### src/rtl/bcd_tick_counter.sv
// bcd_tick_counter: multi-digit BCD up/down counter advanced by an internal prescaler tick.
//
// Parameters:
//   DIGITS   - number of BCD digits (count width 4*DIGITS)
//   DIV      - prescaler period in clocks (>= 1)
//   DIV_W    - prescaler counter width (2**DIV_W >= DIV)
//   SATURATE - 0: wrap at the limits, 1: hold at the limits
//
// Ports:
//   clk, rst_n       - system clock, asynchronous active-low reset
//   en               - gates prescaler and counter
//   up               - direction (1 = increment), sampled on the tick cycle
//   clear, load      - synchronous clear / parallel load (clear wins)
//   load_val         - BCD load value, digits >9 are clamped to 9
//   count            - live BCD count
//   disp             - registered display copy of count
//   tick             - one-clock prescaler pulse
//   tc               - one-clock pulse when a step hits a limit
//   overflow         - sticky limit flag
//   blank            - leading-zero blank mask derived from disp
//
// Optional feature (macro LAP_BCD_EN): adds input lap and output frozen. A rising edge on lap
// toggles frozen; while frozen, disp holds its captured value and count keeps running.

module bcd_tick_counter #(
    parameter int unsigned DIGITS   = 5,
    parameter int unsigned DIV      = 5000,
    parameter int unsigned DIV_W    = 13,
    parameter int unsigned SATURATE = 0
) (
    input  logic                clk,
    input  logic                rst_n,
    input  logic                en,
    input  logic                up,
    input  logic                clear,
    input  logic                load,
    input  logic [4*DIGITS-1:0] load_val,
`ifdef LAP_BCD_EN
    input  logic                lap,
    output logic                frozen,
`endif
    output logic [4*DIGITS-1:0] count,
    output logic [4*DIGITS-1:0] disp,
    output logic                tick,
    output logic                tc,
    output logic                overflow,
    output logic [DIGITS-1:0]   blank
);

    localparam int unsigned W = 4 * DIGITS;
    localparam logic [DIV_W-1:0] PrescLast = DIV_W'(DIV - 1);

    logic [DIV_W-1:0] presc_q, presc_d;
    logic             tick_q, tick_d;
    logic [W-1:0]     count_q, count_d;
    logic [W-1:0]     disp_q, disp_d;
    logic             tc_q, tc_d;
    logic             overflow_q, overflow_d;

    logic [W-1:0]     stepped;
    logic             at_limit;
    logic             carry;
    logic [3:0]       digit;
    logic [W-1:0]     load_clamped;
    logic             zero_above;

    // Ripple one step through all digits in a single cycle. A carry/borrow out of the top
    // digit means the count was at its limit; stepped then holds the wrapped value.
    always_comb begin
        stepped = count_q;
        carry   = 1'b1;
        digit   = 4'd0;
        for (int i = 0; i < int'(DIGITS); i++) begin
            digit = count_q[4*i +: 4];
            if (carry) begin
                if (up) begin
                    if (digit == 4'd9) begin
                        stepped[4*i +: 4] = 4'd0;
                    end else begin
                        stepped[4*i +: 4] = digit + 4'd1;
                        carry             = 1'b0;
                    end
                end else begin
                    if (digit == 4'd0) begin
                        stepped[4*i +: 4] = 4'd9;
                    end else begin
                        stepped[4*i +: 4] = digit - 4'd1;
                        carry             = 1'b0;
                    end
                end
            end
        end
        at_limit = carry;
    end

    always_comb begin
        load_clamped = load_val;
        for (int i = 0; i < int'(DIGITS); i++) begin
            if (load_val[4*i +: 4] > 4'd9) begin
                load_clamped[4*i +: 4] = 4'd9;
            end
        end
    end

    always_comb begin
        presc_d    = presc_q;
        tick_d     = 1'b0;
        count_d    = count_q;
        tc_d       = 1'b0;
        overflow_d = overflow_q;
        if (en) begin
            presc_d = (presc_q == PrescLast) ? '0 : presc_q + DIV_W'(1);
            tick_d  = (presc_q == PrescLast);
        end
        // Clear/load restart the prescaler, so any pending tick is dropped as well.
        if (clear) begin
            count_d    = '0;
            presc_d    = '0;
            tick_d     = 1'b0;
            overflow_d = 1'b0;
        end else if (load) begin
            count_d    = load_clamped;
            presc_d    = '0;
            tick_d     = 1'b0;
            overflow_d = 1'b0;
        end else if (tick_q) begin
            if (at_limit) begin
                tc_d       = 1'b1;
                overflow_d = 1'b1;
                count_d    = (SATURATE != 0) ? count_q : stepped;
            end else begin
                count_d = stepped;
            end
        end
    end

`ifdef LAP_BCD_EN
    logic lap_q;
    logic frozen_q, frozen_d;

    always_comb begin
        frozen_d = frozen_q;
        if (clear) begin
            frozen_d = 1'b0;
        end else if (lap && !lap_q) begin
            frozen_d = !frozen_q;
        end
        // On the freezing edge frozen_q is still 0, so disp captures the pre-step count.
        disp_d = frozen_q ? disp_q : count_q;
    end

    always_ff @(posedge clk or negedge rst_n) begin
        if (!rst_n) begin
            lap_q    <= 1'b0;
            frozen_q <= 1'b0;
        end else begin
            lap_q    <= lap;
            frozen_q <= frozen_d;
        end
    end

    assign frozen = frozen_q;
`else
    always_comb begin
        disp_d = count_q;
    end
`endif

    always_ff @(posedge clk or negedge rst_n) begin
        if (!rst_n) begin
            presc_q    <= '0;
            tick_q     <= 1'b0;
            count_q    <= '0;
            disp_q     <= '0;
            tc_q       <= 1'b0;
            overflow_q <= 1'b0;
        end else begin
            presc_q    <= presc_d;
            tick_q     <= tick_d;
            count_q    <= count_d;
            disp_q     <= disp_d;
            tc_q       <= tc_d;
            overflow_q <= overflow_d;
        end
    end

    // blank[i] is set when digit i and every digit above it are zero; digit 0 always shows.
    always_comb begin
        blank      = '0;
        zero_above = 1'b1;
        for (int i = int'(DIGITS) - 1; i >= 1; i--) begin
            zero_above = zero_above & (disp_q[4*i +: 4] == 4'd0);
            blank[i]   = zero_above;
        end
    end

    assign count    = count_q;
    assign disp     = disp_q;
    assign tick     = tick_q;
    assign tc       = tc_q;
    assign overflow = overflow_q;

endmodule

### config.mk
export PLATFORM = sky130hd
export DESIGN_NAME = bcd_tick_counter
export DESIGN_NICKNAME = d
export VERILOG_FILES = /design/src/rtl/bcd_tick_counter.sv
export SDC_FILE = /design/constraint.sdc
export NUM_CORES = 1
export LEC_CHECK = 0
export CORE_UTILIZATION = 40
export CTS_CLUSTER_DIAMETER = 40
export DETAILED_ROUTE_END_ITERATION = 7
export PLACE_DENSITY = 0.7
export REMOVE_ABC_BUFFERS = 1
export SLEW_MARGIN = 20
export SYNTH_ARGS = -nofsm -noshare
export SYNTH_HDL_FRONTEND = slang
export SYNTH_SLANG_ARGS = --single-unit
export TNS_END_PERCENT = 50
### constraint.sdc
create_clock -name clk -period 2.5 [get_ports clk]
set_input_delay 0.375 -clock clk [delete_from_list [all_inputs] [get_ports clk]]
set_output_delay 0.375 -clock clk [all_outputs]
set_load 0.1 [all_outputs]
==> flow_summary.json <==
{
  "postRouteAntennaNets": 0,
  "core_region_area_sq_um": 8299,
  "skew_ps": 16.19,
  "totalWireLength_mm": 8.677,
  "antenna_cells": 0,
  "cts_tree": "done",
  "synth_edf_count": 0,
  "synth_area_sq_um": 3452,
  "critPathKind": "reg -> reg",
  "routedWlPerCell_microns": 15.17,
  "initial_core_util_pct": 41.60,
  "p_comb_share_pct": 37.7,
  "slowest_delay_ps": 490,
  "grt_pass1_wl_mm": 14.30,
  "clk_latency_ps": 320,
  "path_depth": 7,
  "crit_chain": "inv_1 -> ha_1 -> or3b_2 -> a21oi_1 -> nand2_1 -> o21a_1 -> mux2_2",
  "cp_data_required_time_ps": 2700,
  "drc_errors": 0,
  "ys_top_cells_by_area": "dfrtp_1 41%, ha_1 4.7%, a21oi_1 3.6%",
  "cp.arrival_ps": 2440,
  "fin_crit_ps": 2242,
  "fin_nets": 505,
  "power_density_nw_per_um2": 591.5,
  "yosys.area.top_type": "dfrtp_1",
  "fmax_mhz": 446.1,
  "dieWidth_microns": 94.90,
  "clock_path_buffers": 2,
  "cts_sinks": 56,
  "r2r_slack_ps": 260,
  "mostFrequentLayoutCells": "67 x buf_4, 56 x dfrtp_1, 33 x nand2_1",
  "post_cts_buffers": 0,
  "crit_family": "simple AND/OR/NAND/NOR gates",
  "htreeDepth": 2,
  "grt_overflow": 0,
  "antenna_found_initial": 0,
  "routed_via_density": 5.629,
  "drv_slew": 0,
  "gr-usage-all-layers_pct": 20.39,
  "rsz0062_at_grt": "false",
  "critPathSlowestCell": "dfrtp_1",
  "postCtsHoldBufs": 0,
  "critPathBufInv": 1,
  "ios": 74,
  "synthFlopType": "dfrtp_1",
  "synth-seq-cells": 56,
  "switching_share_pct": 40.61,
  "port_buffers": 72,
  "syn2layout_area_growth_pct": 28.02,
  "grt_max_degree": 32,
  "drt-pass1-iter-count": 4,
  "maxCapViolations": 0,
  "hold_class": "in -> async",
  "ctsResizeCount": 0,
  "layout-drive-gt1-share_pct": 21.20,
  "status": "finished, final reports clean",
  "clock_power_share_pct": 23.3,
  "num_rows": 33,
  "drt_iter0_markers": 139,
  "synth_top_area_share_pct": 40.59,
  "critPathMaxFanout": 6,
  "fin_crit_sh_pct": 89.67,
  "total_power_uw": 2614,
  "grt_pass1_vias": 2997,
  "ys_warn_count": 0,
  "clockRootBuffer": "clkbuf_8",
  "crit_path_start_kind": "flop",
  "avgSynthCellArea_sq_um": 8.920,
  "synth_cells": 387,
  "synthArstFlopShare_pct": 100.0,
  "synth_cell_types": 62,
  "gp_congestion": 0.8555,
  "ir_drop_uv": 240.9,
  "switchingPower_uw": 1062,
  "numCtsBuffers": 5,
  "yosysSeqAreaShare_pct": 40.59,
  "rr_endpoint": "count[17]$_DFFE_PN0P_",
  "hpwl_mm": 6.562,
  "die_h_microns": 94.90,
  "dieArea_sq_um": 9006,
  "hold_viol": 0,
  "r2r_start": "count[13]$_DFFE_PN0P_",
  "cts.reportedPaths.clkPinSlew_ps": 110,
  "p_seq_share_pct": 39.0,
  "utilization_pct": 53.25,
  "final_common_cell": "buf_4",
  "endpoint_kind": "flop",
  "leakagePower_uw": 0.002039,
  "reg2reg_depth": 7,
  "via_count": 3220,
  "setup_violations": 0,
  "power.internal_uw": 1552
}
==> cell families (layout without fill, tap and decap cells) <==
logic type / Yosys count / count (layout) / share of synthesized area (%)
other: 1 / 1 / 0.1086
buffers and inverters: 45 / 125 / 5.871
adder cells (fa/ha/maj): 13 / 13 / 4.712
flip-flops: 56 / 56 / 40.59
XOR/XNOR: 8 / 8 / 2.030
AO/OA/AOI/OAI: 105 / 105 / 20.30
AND/OR/NAND/NOR: 152 / 152 / 24.18
multiplexers: 7 / 7 / 2.211
==> flip-flops by register name, summed over array words and instances (netlist names) <==
name / flops
tick: 1
count: 20
overflow: 1
disp: 20
tc: 1
presc_q: 13
==> power by group through the flow <==
| stage | clock [uW] | sequential (uW) | combinational [uW] |
|---|---|---|---|
| global route | 660 | 1030 | 1040 |
| detailed placement | 0 | 1040 | 986 |
| CTS | 626 | 1020 | 988 |
| finish | 610 | 1020 | 984 |
| floorplan | 0 | 1400 | 296 |
| global placement | 0 | 1030 | 977 |
==> per-layer routing <==
layer | routed length [microns] | global-route usage [%] | part of all wire (%) | up-vias
li1 | - | - | - | 1545
met1 | 3829 | 27.38 | 44 | 1569
met4 | 61 | 4.798 | 0.70 | 0
met5 | 0 | 0 | 0 | -
met3 | 546 | 3.462 | 6.3 | 6
met2 | 4239 | 34.17 | 49 | 100
==> how the worst max path moves through the flow <==
stage | start | endpoint | slack (ps)
3_5_place_dp | up | count[13]$_DFFE_PN0P_ | 70
2_1_floorplan | disp[17]$_DFF_PN0_ | blank[1] | -3760
6_report | count[13]$_DFFE_PN0P_ | count[17]$_DFFE_PN0P_ | 260
5_1_grt | count[13]$_DFFE_PN0P_ | count[17]$_DFFE_PN0P_ | 80
4_1_cts | disp[17]$_DFF_PN0_ | blank[1] | 250
3_3_place_gp | up | count[13]$_DFFE_PN0P_ | 110
==> stage by stage <==
stage / cell area [sq um] / hold WS (ps) / instances / worst slack [ps] / setup TNS (ps)
4_1_cts: 4419 / 53.13 / 572 / 253.1 / 0
2_1_floorplan: 3324 / 79.41 / 362 / -3763 / -12840
3_5_place_dp: 4304 / 404.4 / 564 / 72.44 / 0
3_3_place_gp: 4304 / 396.7 / 564 / 113.4 / 0
6_report: 4419 / 43.47 / 572 / 258.3 / 0
5_1_grt: 4419 / 60.75 / 572 / 81.29 / 0
==> cells in the mapped netlist (6+ instances only) <==
cell and count:
ha_1 13, nand2b_1 13, o31ai_1 6, nor2_1 20
nor2b_1 12, nor3_1 13, o21ai_0 19, a31oi_1 11
or3_1 6, nand2_1 33, a21oi_1 25, dfrtp_1 56
nand3_1 19, xor2_1 6, inv_1 20, clkbuf_1 14
buf_2 6, a21o_1 6
==> layout make-up <==
type | instances | area [sq um]
Clock buffer | 5 | 68.82
Clock inverter | 3 | 46.29
Fill cell | 754 | 3880
Inverter | 20 | 75.07
Multi-Input combinational cell | 286 | 1848
Sequential cell | 56 | 1401
Tap cell | 105 | 131.4
Timing Repair Buffer | 97 | 848.3
(Power assumes the default switching activity.)
